[src/rtl/hex_display_scanner_pkg.sv]
// ----------------------------------------------------------------------------
// hex_display_scanner_pkg
// Shared constants for the 8-digit hex display scanner.
//   CLK_DIV_DEFAULT : clk cycles spent on each digit slot
//   AN_OFF/SEG_OFF  : all-dark anode and segment patterns (active-low)
//   SEG_TABLE       : 16 seven-segment codes, entry n in bits [7n+6:7n],
//                     active-low, bit order {g,f,e,d,c,b,a}
// ----------------------------------------------------------------------------
package hex_display_scanner_pkg;

   localparam int CLK_DIV_DEFAULT = 50000;

   localparam logic [7:0] AN_OFF  = 8'hFF;
   localparam logic [6:0] SEG_OFF = 7'h7F;

   // Listed from F down to 0 so that glyph 0 sits in the least significant slot.
   localparam logic [16*7-1:0] SEG_TABLE = {
      7'h0E, 7'h06, 7'h21, 7'h46,   // F E d C
      7'h03, 7'h08, 7'h10, 7'h00,   // b A 9 8
      7'h78, 7'h02, 7'h12, 7'h19,   // 7 6 5 4
      7'h30, 7'h24, 7'h79, 7'h40    // 3 2 1 0
   };

endpackage

[src/rtl/hex_display_scanner_if.sv]
// ----------------------------------------------------------------------------
// hex_display_scanner_if
// Bundles the value/strobe inputs and the display drive outputs.
//   hex_in      : 32-bit value to display
//   load        : one-cycle capture strobe for hex_in
//   halt        : halt indication (sticky inside the scanner)
//   blank_lz_en : leading-zero blanking enable
//   an          : digit enables, active-low
//   seg         : segments {g,f,e,d,c,b,a}, active-low
//   dp          : decimal point, active-low
//   frame_done  : one-cycle pulse after each frame boundary
// master = the side that supplies values, slave = the scanner.
// ----------------------------------------------------------------------------
interface hex_display_scanner_if;

   logic [31:0] hex_in;
   logic        load;
   logic        halt;
   logic        blank_lz_en;
   logic [7:0]  an;
   logic [6:0]  seg;
   logic        dp;
   logic        frame_done;

   modport master (
      output hex_in, load, halt, blank_lz_en,
      input  an, seg, dp, frame_done
   );

   modport slave (
      input  hex_in, load, halt, blank_lz_en,
      output an, seg, dp, frame_done
   );

endinterface

[src/rtl/hex_display_scanner_hex_to_seg7.sv]
// ----------------------------------------------------------------------------
// hex_to_seg7
// Combinational hex digit to seven-segment decoder.
//   nibble : 4-bit hex digit
//   seg    : active-low segments {g,f,e,d,c,b,a}
// ----------------------------------------------------------------------------
module hex_to_seg7
   import hex_display_scanner_pkg::*;
(
   input  logic [3:0] nibble,
   output logic [6:0] seg
);

   assign seg = SEG_TABLE[7*nibble +: 7];

endmodule

[src/rtl/hex_display_scanner.sv]
// ----------------------------------------------------------------------------
// hex_display_scanner
// Time-multiplexes a 32-bit value onto eight active-low seven-segment digits.
// A new value is held in a pending register and only committed at a frame
// boundary so a frame never shows a mix of old and new digits.
//   clk   : system clock
//   reset : asynchronous, active-high
//   bus   : hex_display_scanner_if.slave (value inputs, display outputs)
// ----------------------------------------------------------------------------
module hex_display_scanner
   import hex_display_scanner_pkg::*;
#(
   parameter int CLK_DIV = CLK_DIV_DEFAULT
)
(
   input  logic                  clk,
   input  logic                  reset,
   hex_display_scanner_if.slave  bus
);

   localparam int CNT_W = (CLK_DIV > 2) ? $clog2(CLK_DIV) : 1;
   localparam logic [CNT_W-1:0] CNT_LAST = CNT_W'(CLK_DIV - 1);

   logic [CNT_W-1:0] count_reg;
   logic [2:0]       idx_reg;
   logic [2:0]       idx_next;
   logic [31:0]      display_reg;
   logic [31:0]      display_next;
   logic [31:0]      pending_reg;
   logic             pending;
   logic             halt_latched;
   logic             halt_next;
   logic [7:0]       an_reg;
   logic [6:0]       seg_reg;
   logic             dp_reg;
   logic             frame_done_reg;

   logic             tick;
   logic             boundary;
   logic [7:0]       upper_zero;
   logic             blank_digit;
   logic [3:0]       nibble;
   logic [6:0]       seg_raw;

   assign tick      = (count_reg == CNT_LAST);
   assign boundary  = tick && (idx_reg == 3'd7);
   assign idx_next  = idx_reg + 3'd1;
   assign halt_next = halt_latched | bus.halt;

   // Value shown in the coming frame; a load on the boundary itself bypasses
   // the pending register.
   always_comb begin
      display_next = display_reg;
      if (boundary) begin
         if (bus.load) begin
            display_next = bus.hex_in;
         end else if (pending) begin
            display_next = pending_reg;
         end
      end
   end

   // upper_zero[gi]: nibbles 7..gi of the coming value are all zero.
   genvar gi;
   generate
      for (gi = 0; gi < 8; gi++) begin : g_lz
         assign upper_zero[gi] = ~|(display_next >> (4 * gi));
      end
   endgenerate

   assign blank_digit = bus.blank_lz_en && (idx_next != 3'd0) && upper_zero[idx_next];
   assign nibble      = display_next[4*idx_next +: 4];

   hex_to_seg7 u_hex_to_seg7 (
      .nibble (nibble),
      .seg    (seg_raw)
   );

   always_ff @(posedge clk or posedge reset) begin
      if (reset) begin
         count_reg      <= '0;
         idx_reg        <= 3'd0;
         display_reg    <= 32'd0;
         pending_reg    <= 32'd0;
         pending        <= 1'b0;
         halt_latched   <= 1'b0;
         an_reg         <= AN_OFF;
         seg_reg        <= SEG_OFF;
         dp_reg         <= 1'b1;
         frame_done_reg <= 1'b0;
      end else begin
         count_reg      <= tick ? '0 : count_reg + 1'b1;
         halt_latched   <= halt_next;
         display_reg    <= display_next;
         frame_done_reg <= boundary;

         if (boundary) begin
            pending <= 1'b0;
         end else if (bus.load) begin
            pending_reg <= bus.hex_in;
            pending     <= 1'b1;
         end

         if (tick) begin
            idx_reg <= idx_next;
            if (blank_digit) begin
               an_reg  <= AN_OFF;
               seg_reg <= SEG_OFF;
               dp_reg  <= 1'b1;
            end else begin
               an_reg  <= ~(8'b1 << idx_next);
               seg_reg <= seg_raw;
               dp_reg  <= ~halt_next;
            end
         end
      end
   end

   assign bus.an         = an_reg;
   assign bus.seg        = seg_reg;
   assign bus.dp         = dp_reg;
   assign bus.frame_done = frame_done_reg;

endmodule

[src/flat_wrapper.sv]
// flat-port wrapper written by rule: the top's interface ports become plain ports
module hex_display_scanner_flat import hex_display_scanner_pkg::*;
#(
   parameter int CLK_DIV = CLK_DIV_DEFAULT
)
  (clk, reset, bus_hex_in, bus_load, bus_halt, bus_blank_lz_en, bus_an, bus_seg, bus_dp, bus_frame_done);
  hex_display_scanner_if bus_i ();
  input  logic clk;
  input  logic reset;
  input wire logic [$bits(bus_i.hex_in)-1:0] bus_hex_in;
  input wire logic [$bits(bus_i.load)-1:0] bus_load;
  input wire logic [$bits(bus_i.halt)-1:0] bus_halt;
  input wire logic [$bits(bus_i.blank_lz_en)-1:0] bus_blank_lz_en;
  output wire logic [$bits(bus_i.an)-1:0] bus_an;
  output wire logic [$bits(bus_i.seg)-1:0] bus_seg;
  output wire logic [$bits(bus_i.dp)-1:0] bus_dp;
  output wire logic [$bits(bus_i.frame_done)-1:0] bus_frame_done;
  assign bus_i.hex_in = bus_hex_in;
  assign bus_i.load = bus_load;
  assign bus_i.halt = bus_halt;
  assign bus_i.blank_lz_en = bus_blank_lz_en;
  assign bus_an = bus_i.an;
  assign bus_seg = bus_i.seg;
  assign bus_dp = bus_i.dp;
  assign bus_frame_done = bus_i.frame_done;
  hex_display_scanner #(.CLK_DIV(CLK_DIV)) u_core (.clk(clk), .reset(reset), .bus(bus_i));
endmodule
[config.mk]
export PLATFORM = sky130hd
export DESIGN_NAME = hex_display_scanner_flat
export DESIGN_NICKNAME = d
export VERILOG_FILES = /design/src/rtl/hex_display_scanner_pkg.sv /design/src/rtl/hex_display_scanner_if.sv /design/src/rtl/hex_display_scanner_hex_to_seg7.sv /design/src/rtl/hex_display_scanner.sv /design/src/flat_wrapper.sv
export SDC_FILE = /design/constraint.sdc
export NUM_CORES = 1
export LEC_CHECK = 0
export ABC_AREA = 1
export CORE_MARGIN = 4
export CORE_UTILIZATION = 25
export DETAILED_ROUTE_END_ITERATION = 16
export PLACE_DENSITY_LB_ADDON = 0.25
export SLEW_MARGIN = 20
export SYNTH_ARGS = -nofsm -noshare
export SYNTH_HDL_FRONTEND = slang
export SYNTH_SLANG_ARGS = --single-unit
[constraint.sdc]
create_clock -name clk -period 3 [get_ports clk]
set_input_delay 0.6 -clock clk [delete_from_list [all_inputs] [get_ports clk]]
set_output_delay 0.6 -clock clk [all_outputs]
set_load 0.01 [all_outputs]
---- Word-level counts from Yosys, hierarchy flattened ----
Index checks and enable logic that the tools add are counted.
cells by class
  shift operators ......................... 3
  $add $sub $neg .......................... 2
  multiply operators ...................... 1
  order comparisons ....................... 1
  bitwise logic cells ..................... 4
  eq/ne operators ......................... 2
  reductions and logical operators ........ 22
  mux-type cells .......................... 11
operators with widths
  kind                      count
  $shiftx 112x8->7 const A  1
  $mux 32                   3
  $reduce_or 32->1          1
  $shiftx 32x6->4           1
  $reduce_or 28->1          1
  $reduce_or 24->1          1
  $reduce_or 20->1          1
  $add 16x1->16 const B     1
  $eq 16x16->1 const B      1
  $mux 16                   1
  $reduce_or 16->1          1
  $reduce_or 12->1          1
  $logic_not 1->1           8
  $mux 8                    1
  $not 8->8                 1
  $reduce_or 8->1           1
  $shl 1x3->8 const A       1
  $mul 3x4->7 const A       1
  $mux 7                    1
  $lt 3x4->1 const B        1
  $mux 1                    4
  $reduce_or 4->1           1
  $add 3x1->3 const B       1
  $bmux 1 s3                1
  other kinds (7)           10
storage, ports and cells
  flip-flop bits (word level) ............. 102
  output and inout bits ................... 17

---- Depth between registers and ports, before layout ----
  depth in word-level cells ............... 9
  mapped depth ............................ 23

---- By module ----
From an unflattened synthesis, not the netlist that was laid out.
second synthesis, totals
  cell total of the unflattened synthesis .. 825
  area total of the unflattened synthesis .. 6035.8 um^2
modules (own cells, without submodules)
  module               instances  sequential area each (um^2)  cells each  area each (um^2)
  hex_display_scanner  1          2572.5                       773         5755.5
  hex_to_seg7          1          0.0                          52          280.3

---- Least setup slack after synthesis ----
Ideal clock, no wire load.
  path kind ............................... flip-flop to flip-flop
  from .................................... register u_core.idx_reg[0]
  to ...................................... register u_core.seg_reg[5] (netlist: u_core.bus.seg[5])
  period minus slack after synthesis ...... 2.597 ns
  slack ................................... 0.403 ns
  arrival ................................. 2.521 ns
  stages on the path, launching flop included .. 17
  setup time .............................. 0.076 ns
  cells stage by stage .................... dfrtp_1 -> ha_1 -> ha_1 -> clkbuf_1 -> clkinv_1 -> o21bai_1 -> nor2_1 -> nand2_1 -> nand2_1 -> inv_1 -> ha_1 -> nand3_1 -> nand2_1 -> a21oi_1 -> nand2_1 -> nand2_1 -> nand2_1
between the ends
  word-level cells in the longest chain between the ends .. 9
  elaborated cells on any way between the ends .. 29
  classes of those cells .................. 1 x add/sub; 1 x mul; 1 x eq/ne; 2 x shift; 4 x mux; 20 x reduce/logical
ends and longest elaborated chain
  what                                                                 line                        text
  from (decl)                                                          hex_display_scanner.sv:25   logic [2:0] idx_reg;
  from (signal assigned)                                               hex_display_scanner.sv:105  idx_reg <= idx_next;
  parallel branches: the longest is 8 deep, another holds $mul 3x4->7  --
  $mux 7 (*)                                                           hex_display_scanner.sv:106  if (blank_digit) begin
  to (signal assigned)                                                 hex_display_scanner.sv:112  seg_reg <= seg_raw;
  to (decl)                                                            hex_display_scanner.sv:34   logic [6:0] seg_reg;
Mark *: on every way between the ends. The select of a mux whose other input is x is not followed.
A chain may end at the register's enable or synchronous reset.

---- Final worst setup path ----
  from .................................... register u_core.idx_reg[0]
  to ...................................... register u_core.seg_reg[3] (netlist: u_core.bus.seg[3])
between the ends
  elaborated cells on any way between the ends .. 29
  classes of those cells .................. 1 x add/sub; 1 x mul; 1 x eq/ne; 2 x shift; 4 x mux; 20 x reduce/logical
RTL lines
  what                                                   line                                                              text
  $add 3x1->3 (*)                                        hex_display_scanner.sv:47                                         assign idx_next = idx_reg + 3'd1;
  named net u_core.idx_next[1]                           hex_display_scanner.sv:26                                         logic [2:0] idx_next;
  $shiftx 32x6->4, or another cell as far along          hex_display_scanner.sv:72                                         assign nibble = display_next[4*idx_next +: 4];
  $mul 3x4->7, or another cell as far along              hex_display_scanner_hex_to_seg7.sv:14                             assign seg = SEG_TABLE[7*nibble +: 7];
  $shiftx 112x8->7 or $logic_and 1x1->1 (tied branches)  hex_display_scanner_hex_to_seg7.sv:14, hex_display_scanner.sv:71
  $mux 7 (*)                                             hex_display_scanner.sv:106
The timed path passes the listed nets; every way through them passes the cells marked *. The select of a mux whose other input is x is not followed.

==> results.yml <==
sta:
  setup_tns_ps: 0
  tightest_slew_ps: 587
  setup_viol: 0
  post-route-min-period_ps: 2760
  hold_violations: 0
  rsz0062_at_grt: "false"
  fin_crit_sh_pct: 91.9
  finalClockSkew_ps: 11.4
  max_freq_mhz: 363
  drv_slew: 0
  slew_headroom_pct: 60.7
synthesis:
  synth-async-reset-ratio_pct: 100
  syn_nets: 914
  netlist_instances: 864
  synth-edff-count: 0
  ys_ff_latch: 102
  avgSynthCellArea_um2: 7.07
  synth-seq-area-share_pct: 42.1
  netlist_area_um2: 6100
  synthFlopType: "dfrtp_1"
  ys_types: 39
  ys_warn_count: 0
grt:
  track_usage_pct: 13.2
  antenna_found_initial: 0
  grt_max_degree: 66
  grt_overflow: 0
  grt_pass1_wl_um: 28300
  grt_pass1_vias: 5438
pwr:
  total_leakage_power_uw: 0.00386
  p_sw_uw: 724
  p_seq_share_pct: 49.3
  swShare_pct: 25.0
  power_density_nw_per_um2: 385
  p_comb_share_pct: 8.4
  clkPwrFrac_pct: 42.3
  p_int_uw: 2180
  ir_drop_v: 0.000205
finish:
  largest_register_ffs: 33
  area_growth_pct: 23.5
  final_common_cell: "nand2_1"
  layout_common_cells: "273 x nand2_1, 123 x inv_1, 85 x dfrtp_1, 77 x o21ai_0, 67 x nor2_1"
  fin_area_um2: 7540
  fin_nets: 974
  antenna_cells: 0
  layout-drive-gt1-share_pct: 12.9
setup_path:
  crit_arrival_ps: 3060
  start_kind: "register"
  crit_fanout: 14
  slowest_delay_ps: 360
  worstPathRequired_ps: 3300
  cp_slowest_cell: "dfrtp_1"
  critPathBufInv: 6
  crit_family: "simple AND/OR/NAND/NOR gates"
  path_common_cell: "inv_1"
  path_cells: "buf_4 > inv_1 > ha_1 > inv_1 > nor2_1 > inv_1 > nor2_1 > nor2_1 > nand2_1 > nand2_2 > inv_1 > ha_1 > nand3_1 > nand3_1 > nand2_1 > nand3_1 > nand2_1 > inv_1"
  endpoint_kind: "register"
  crit_type: "reg -> reg"
clocking:
  cts_root_buf: "clkbuf_16"
  clock_sinks: 102
  clk_pin_slew_ps: 70
  cts_tree: "built"
  cts.htree.levels: 3
  clockBufferDepth: 2
  cts_buffers: 9
  clock_latency_ps: 370
floorplanning:
  start_util_pct: 25.7
  dieHeight_um: 164
  core_area_um2: 23800
  boundaryPins: 54
  die_area_um2: 27000
  die_x_um: 164
  num_rows: 56
hold_path:
  hold_path.class: "reg -> reg"
drt:
  drt_wl_total_um: 17100
  vias: 5434
  antenna_left: 0
  dr.pass1.iters: 5
  drc: 0
  vias_per_cell: 4.35
  first_iter_violations: 272
  avgRoutedWirePerCell_um: 13.7
place:
  gp_congestion: 0.851
  dpl_cell_area_um2: 7150
  io_buffers: 53
  hpwlAfterDp_um: 12500
job:
  cap_violations: 0
outcome:
  status: "finished, final reports clean"
==> worst reg2reg max path, delay by kind of cell, from the launching register on <==
kind / cells / cell delay (ps)
buffers and inverters: 6 / 760
adders and majority gates: 2 / 580
and+or+nand+nor: 10 / 990
DFF: 1 / 360
==> final cells by class <==
cell class / count / area [um^2]
Tap cell: 319 / 399
Fill cell: 2571 / 16200
Clock buffer: 10 / 229
Multi-Input combinational cell: 598 / 2920
Timing Repair Buffer: 86 / 870
Sequential cell: 102 / 2570
Clock inverter: 6 / 67.6
Inverter: 127 / 480
==> power by group through the flow <==
stage | clock network [uW] | logic [uW] | registers, uW
after floorplan | 0 | 142 | 1450
after global placement | 0 | 249 | 1460
after detailed placement | 0 | 250 | 1460
after CTS | 1270 | 251 | 1430
after global routing | 1310 | 284 | 1440
final | 1230 | 244 | 1430
==> cell families (layout without fill, tap and decap cells) <==
| kind of cell | count (synthesis) | in the layout | synth area share, % |
|---|---|---|---|
| AOI/OAI and AO/OA | 128 | 128 | 11.6 |
| adders and majority gates | 13 | 13 | 2.66 |
| buffers and inverters | 164 | 229 | 11.0 |
| DFF | 102 | 102 | 42.1 |
| xor gates and xnor gates | 3 | 3 | 0.430 |
| and+or+nand+nor | 444 | 444 | 30.3 |
| muxes | 10 | 10 | 1.82 |
==> cells in the mapped netlist, types with 2 or more instances <==
cell type,n,area share (%)
nand2_1,278,17
buf_2,13,1.1
clkinv_1,2,0.12
nor3_1,9,0.74
a21oi_1,19,1.6
nand3_2,2,0.33
buf_6,5,0.92
a21boi_0,2,0.25
a31oi_1,2,0.20
dfstp_2,16,6.9
nor2_1,70,4.3
inv_1,124,7.6
ha_1,13,2.7
and2_1,2,0.20
nor2_2,6,0.61
dfrtp_1,86,35
a21oi_2,9,1.3
o21a_1,5,0.61
nand3_1,60,4.9
nor2_4,3,0.55
or2_2,3,0.31
xor2_1,3,0.43
o21ai_1,10,0.82
mux2_2,9,1.7
nand2_2,7,0.72
o21ai_0,77,6.3
clkbuf_1,17,1.0
==> path summary, 6_finish.rpt <==
check | from | to | slack [ps] | cells past startpoint
worst min-delay path | u_core.halt_latched | u_core.halt_latched | 460 | 2
worst min register to register | u_core.halt_latched | u_core.halt_latched | 460 | 2
worst max register to register | u_core.idx_reg[0] | u_core.bus.seg[3] | 240 | 18
worst max-delay path | u_core.idx_reg[0] | u_core.bus.seg[3] | 240 | 18
max in group asynchronous | reset | u_core.bus.seg[2] | 1710 | 3
min in group asynchronous | reset | u_core.count_reg[2] | 650 | 2
==> per-stage QoR <==
step,setup WS [ps],hold slack [ps],power [uW],utilization [%],cells
5_1_grt,20.8,483,3030,31.7,1248
3_3_place_gp,151,434,1710,30.1,1230
2_1_floorplan,403,421,1600,-,864
4_1_cts,133,456,2950,31.3,1246
6_report,243,456,2900,31.7,1248
3_5_place_dp,133,440,1710,30.1,1230
==> what timing repair did <==
item | 4_1_cts | 5_1_grt
resized for setup | 0 | 15
hold buffers | 0 | 0
endpoints found under the setup margin | 0 | 7
setup buffers | 0 | 1
==> per-layer routing <==
metal  vias up  track usage (%)  routed length [um]
met3        21             2.81                 768
met5         -                0                   0
li1       2800                -                   -
met4         0             4.04                 274
met2       105             21.6                8080
met1      2508             17.6                8000
No activity file was read; power rests on OpenSTA's default activity.
==> variant 1: new RTL, same settings <==
Make the reset (`reset`) synchronous in one clocked block. Comments in the files are not updated.
--- a/src/rtl/hex_display_scanner.sv
+++ b/src/rtl/hex_display_scanner.sv
@@ -78,3 +78,3 @@
 
-   always_ff @(posedge clk or posedge reset) begin
+   always_ff @(posedge clk) begin
       if (reset) begin
Check against the original RTL: no difference found for any inputs over 10 cycles, from zero or initial values and one cycle with reset high; that may be too few to reach the edited logic, so the function may still have changed.
==> variant 1 against the original RTL <==
- first-iteration DRC count fell by 8.5%
- worst setup slack gained 68 ps
- design area is 1.5% higher
- clock skew down 1.8 ps
- power decreased by 1.1%
- wire length rose by 5.5%
- die area hardly changed
- area after synthesis hardly changed
- non-clock buffer count increased by 25
- sequential cell count is the same
- global-route usage increased by 0.63 points
- combinational power increased by 11%
- critical path type unchanged
- critical endpoint is now u_core.bus.dp$_SDFFE_PP1N_
==> variant 1: results <==
set metrics [dict create \
    grt_max_degree 36 \
    leakage_nw 3.465 \
    slew_headroom 0.6524 \
    grtUsageMet1 0.1787 \
    synth_xor_area_frac 0.001436 \
    yosys-top-cells-count "nand2_1, nor2_1, dfxtp_1" \
    r2r_cells 20 \
    synthFlopType "dfxtp_1" \
    synthTopCellsByArea "dfxtp_1, nand2_1, nor2_1, nand3_1, o21ai_0" \
    synth_cell_type_count 36 \
    worstReg2RegStart "u_core.count_reg[0]$_SDFF_PP0_" \
    avgSynthCellArea_um2 6.069 \
    whs_ps 449.4 \
    met1_length_mm 8.529 \
    dpl.cell_count 1380 \
    drive_above_1_share 0.1082 \
    grt_use_total 0.1386 \
    status "complete, no violations" \
    num-fill-cells 2636 \
    detail_route.vias_per_cell 4.405 \
    post-place-ws_ps -77.04 \
    path_max_fanout 8 \
    p_clk_frac 0.416 \
    drt_iter0_markers 249 \
    critPathCapture "u_core.bus.dp$_SDFFE_PP1N_" \
    placed_area_um2 7273 \
    powerComb_mw 0.270 \
]
[variant 1: how the worst min path moves through the flow]
stage / from / end / cells after the start
after floorplan: u_core.count_reg[0]$_SDFF_PP0_ / u_core.count_reg[0]$_SDFF_PP0_ / 1
after global routing: u_core.pending_reg[7]$_SDFFE_PP0P_ / u_core.pending_reg[7]$_SDFFE_PP0P_ / 2
after detailed placement: u_core.count_reg[0]$_SDFF_PP0_ / u_core.count_reg[0]$_SDFF_PP0_ / 1
final: u_core.count_reg[0]$_SDFF_PP0_ / u_core.count_reg[0]$_SDFF_PP0_ / 1
after global placement: u_core.count_reg[0]$_SDFF_PP0_ / u_core.count_reg[0]$_SDFF_PP0_ / 1
after CTS: u_core.count_reg[0]$_SDFF_PP0_ / u_core.count_reg[0]$_SDFF_PP0_ / 1
[variant 1: final cells by class]
type,instances,area share
multi-input combinational,754,0.4528
timing repair buffer,111,0.1415
tap,319,0.05217
inverter,98,0.04808
clock buffer,9,0.02944
clock inverter,7,0.008994
sequential,102,0.2670
==> variant 2: new RTL, config.mk and constraints unchanged <==
Made on the original files. Set the package constant `CLK_DIV_DEFAULT` to 100000 (it was 50000).
--- a/src/rtl/hex_display_scanner_pkg.sv
+++ b/src/rtl/hex_display_scanner_pkg.sv
@@ -10,3 +10,3 @@
 
-   localparam int CLK_DIV_DEFAULT = 50000;
+   localparam int CLK_DIV_DEFAULT = 100000;
 
Check against the original RTL: same outputs for any inputs over 10 cycles, from zero or initial values and one cycle with reset high; that may be too few to reach the edited logic, so the function may still have changed.
==> variant 2 against the original RTL <==
- fmax increased by 1.2%
- design area decreased by 0.48%
- core utilization about the same
- clock skew decreased by 2.1 ps
- area after synthesis decreased by 1.3%
- wire length decreased by 1.8%
- sequential share of layout area increased by 0.48 points
- sequential cell count increased by 1
- hold slack got worse by 1.5 ps
- power increased by 0.32%
- via count decreased by 0.28%
- worst setup slack improved by 31 ps
- critical path type unchanged
- largest cell class unchanged
==> variant 2: results <==
set metrics [dict create \
    status "complete, no violations" \
    path_max_fanout 9 \
    layout.nonclk_buf_frac 0.1244 \
    drt-pass1-iter-count 4 \
    yosys-top-cells-count "nand2_1, inv_1, dfrtp_1" \
    n_all_buffers 94 \
    nets 972 \
    final_util 0.3177 \
    met1_length_mm 8.090 \
    tightest_slew_ps 653.5 \
    grt_pass1_wl_mm 28.12 \
    synthTopCellsByArea "dfrtp_1, nand2_1, inv_1, dfstp_2, nand3_1" \
    grt_pass1_vias 5477 \
    nClkBuffers 13 \
    synth_cell_type_count 35 \
    inverters 135 \
    reg2reg_slack_ps 270 \
    nFlopsAndLatches 103 \
    dp_hpwl_mm 11.92 \
    met2_usage 0.2183 \
    synth_nets 902 \
    wl_met2_mm 7.852 \
    via_count 5419 \
    power_frac_seq 0.498 \
    rr_endpoint "u_core.bus.seg[5]$_DFFE_PP1N_" \
    grt_use_total 0.1327 \
    skew_ps 9.278 \
    arrival_ps 3010 \
    power.switching_mw 0.6783 \
    clk_share 0.04053 \
]
==> variant 2: tightest hold or removal path: stages (launching register included) <==
cell and delay (ps):
dfrtp_1 320, inv_1 50, nand2_1 50
==> variant 2: worst max-delay path by stage <==
stage / from / to / slack [ps] / cells after the start
floorplan: u_core.idx_reg[0]$_DFFE_PP0N_ / u_core.bus.seg[0]$_DFFE_PP1N_ / 390 / 19
global placement: bus_load / u_core.bus.seg[0]$_DFFE_PP1N_ / -20 / 17
detailed placement: bus_load / u_core.bus.seg[5]$_DFFE_PP1N_ / -30 / 18
CTS: u_core.count_reg[0]$_DFF_PP0_ / u_core.bus.seg[5]$_DFFE_PP1N_ / 170 / 22
global route: u_core.count_reg[0]$_DFF_PP0_ / u_core.bus.seg[0]$_DFFE_PP1N_ / -7 / 22
finish: u_core.count_reg[0]$_DFF_PP0_ / u_core.bus.seg[5]$_DFFE_PP1N_ / 270 / 22
==> variant 2: cell families after synthesis <==
kind of cell	synth area share
muxes	0.02243
xor gates and xnor gates	0.005816
AOI/OAI and AO/OA	0.07375
DFF	0.4312
buffers and inverters	0.1120
and+or+nand+nor	0.3278
adders and majority gates	0.02701
==> variant 2: through the flow <==
step           TNS, ps  hold slack, ps  std cells  power [mW]  setup WS (ps)
2_1_floorplan        0           421.3        852       1.605          391.3
3_5_place_dp    -65.42           442.6       1225       1.715         -32.14
5_1_grt         -7.482           482.9       1246       3.056         -7.482
3_3_place_gp    -30.79           437.7       1225       1.713         -15.27
6_report             0           454.1       1246       2.912          274.2
4_1_cts              0           460.7       1241       2.961          165.2
==> variant 2: power groups by stage <==
stage	combinational (mW)	sequential [mW]	clock, mW
final	0.234	1.45	1.23
after global routing	0.270	1.45	1.33
after global placement	0.238	1.47	0
after floorplan	0.136	1.47	0
after detailed placement	0.240	1.48	0
after CTS	0.241	1.45	1.27
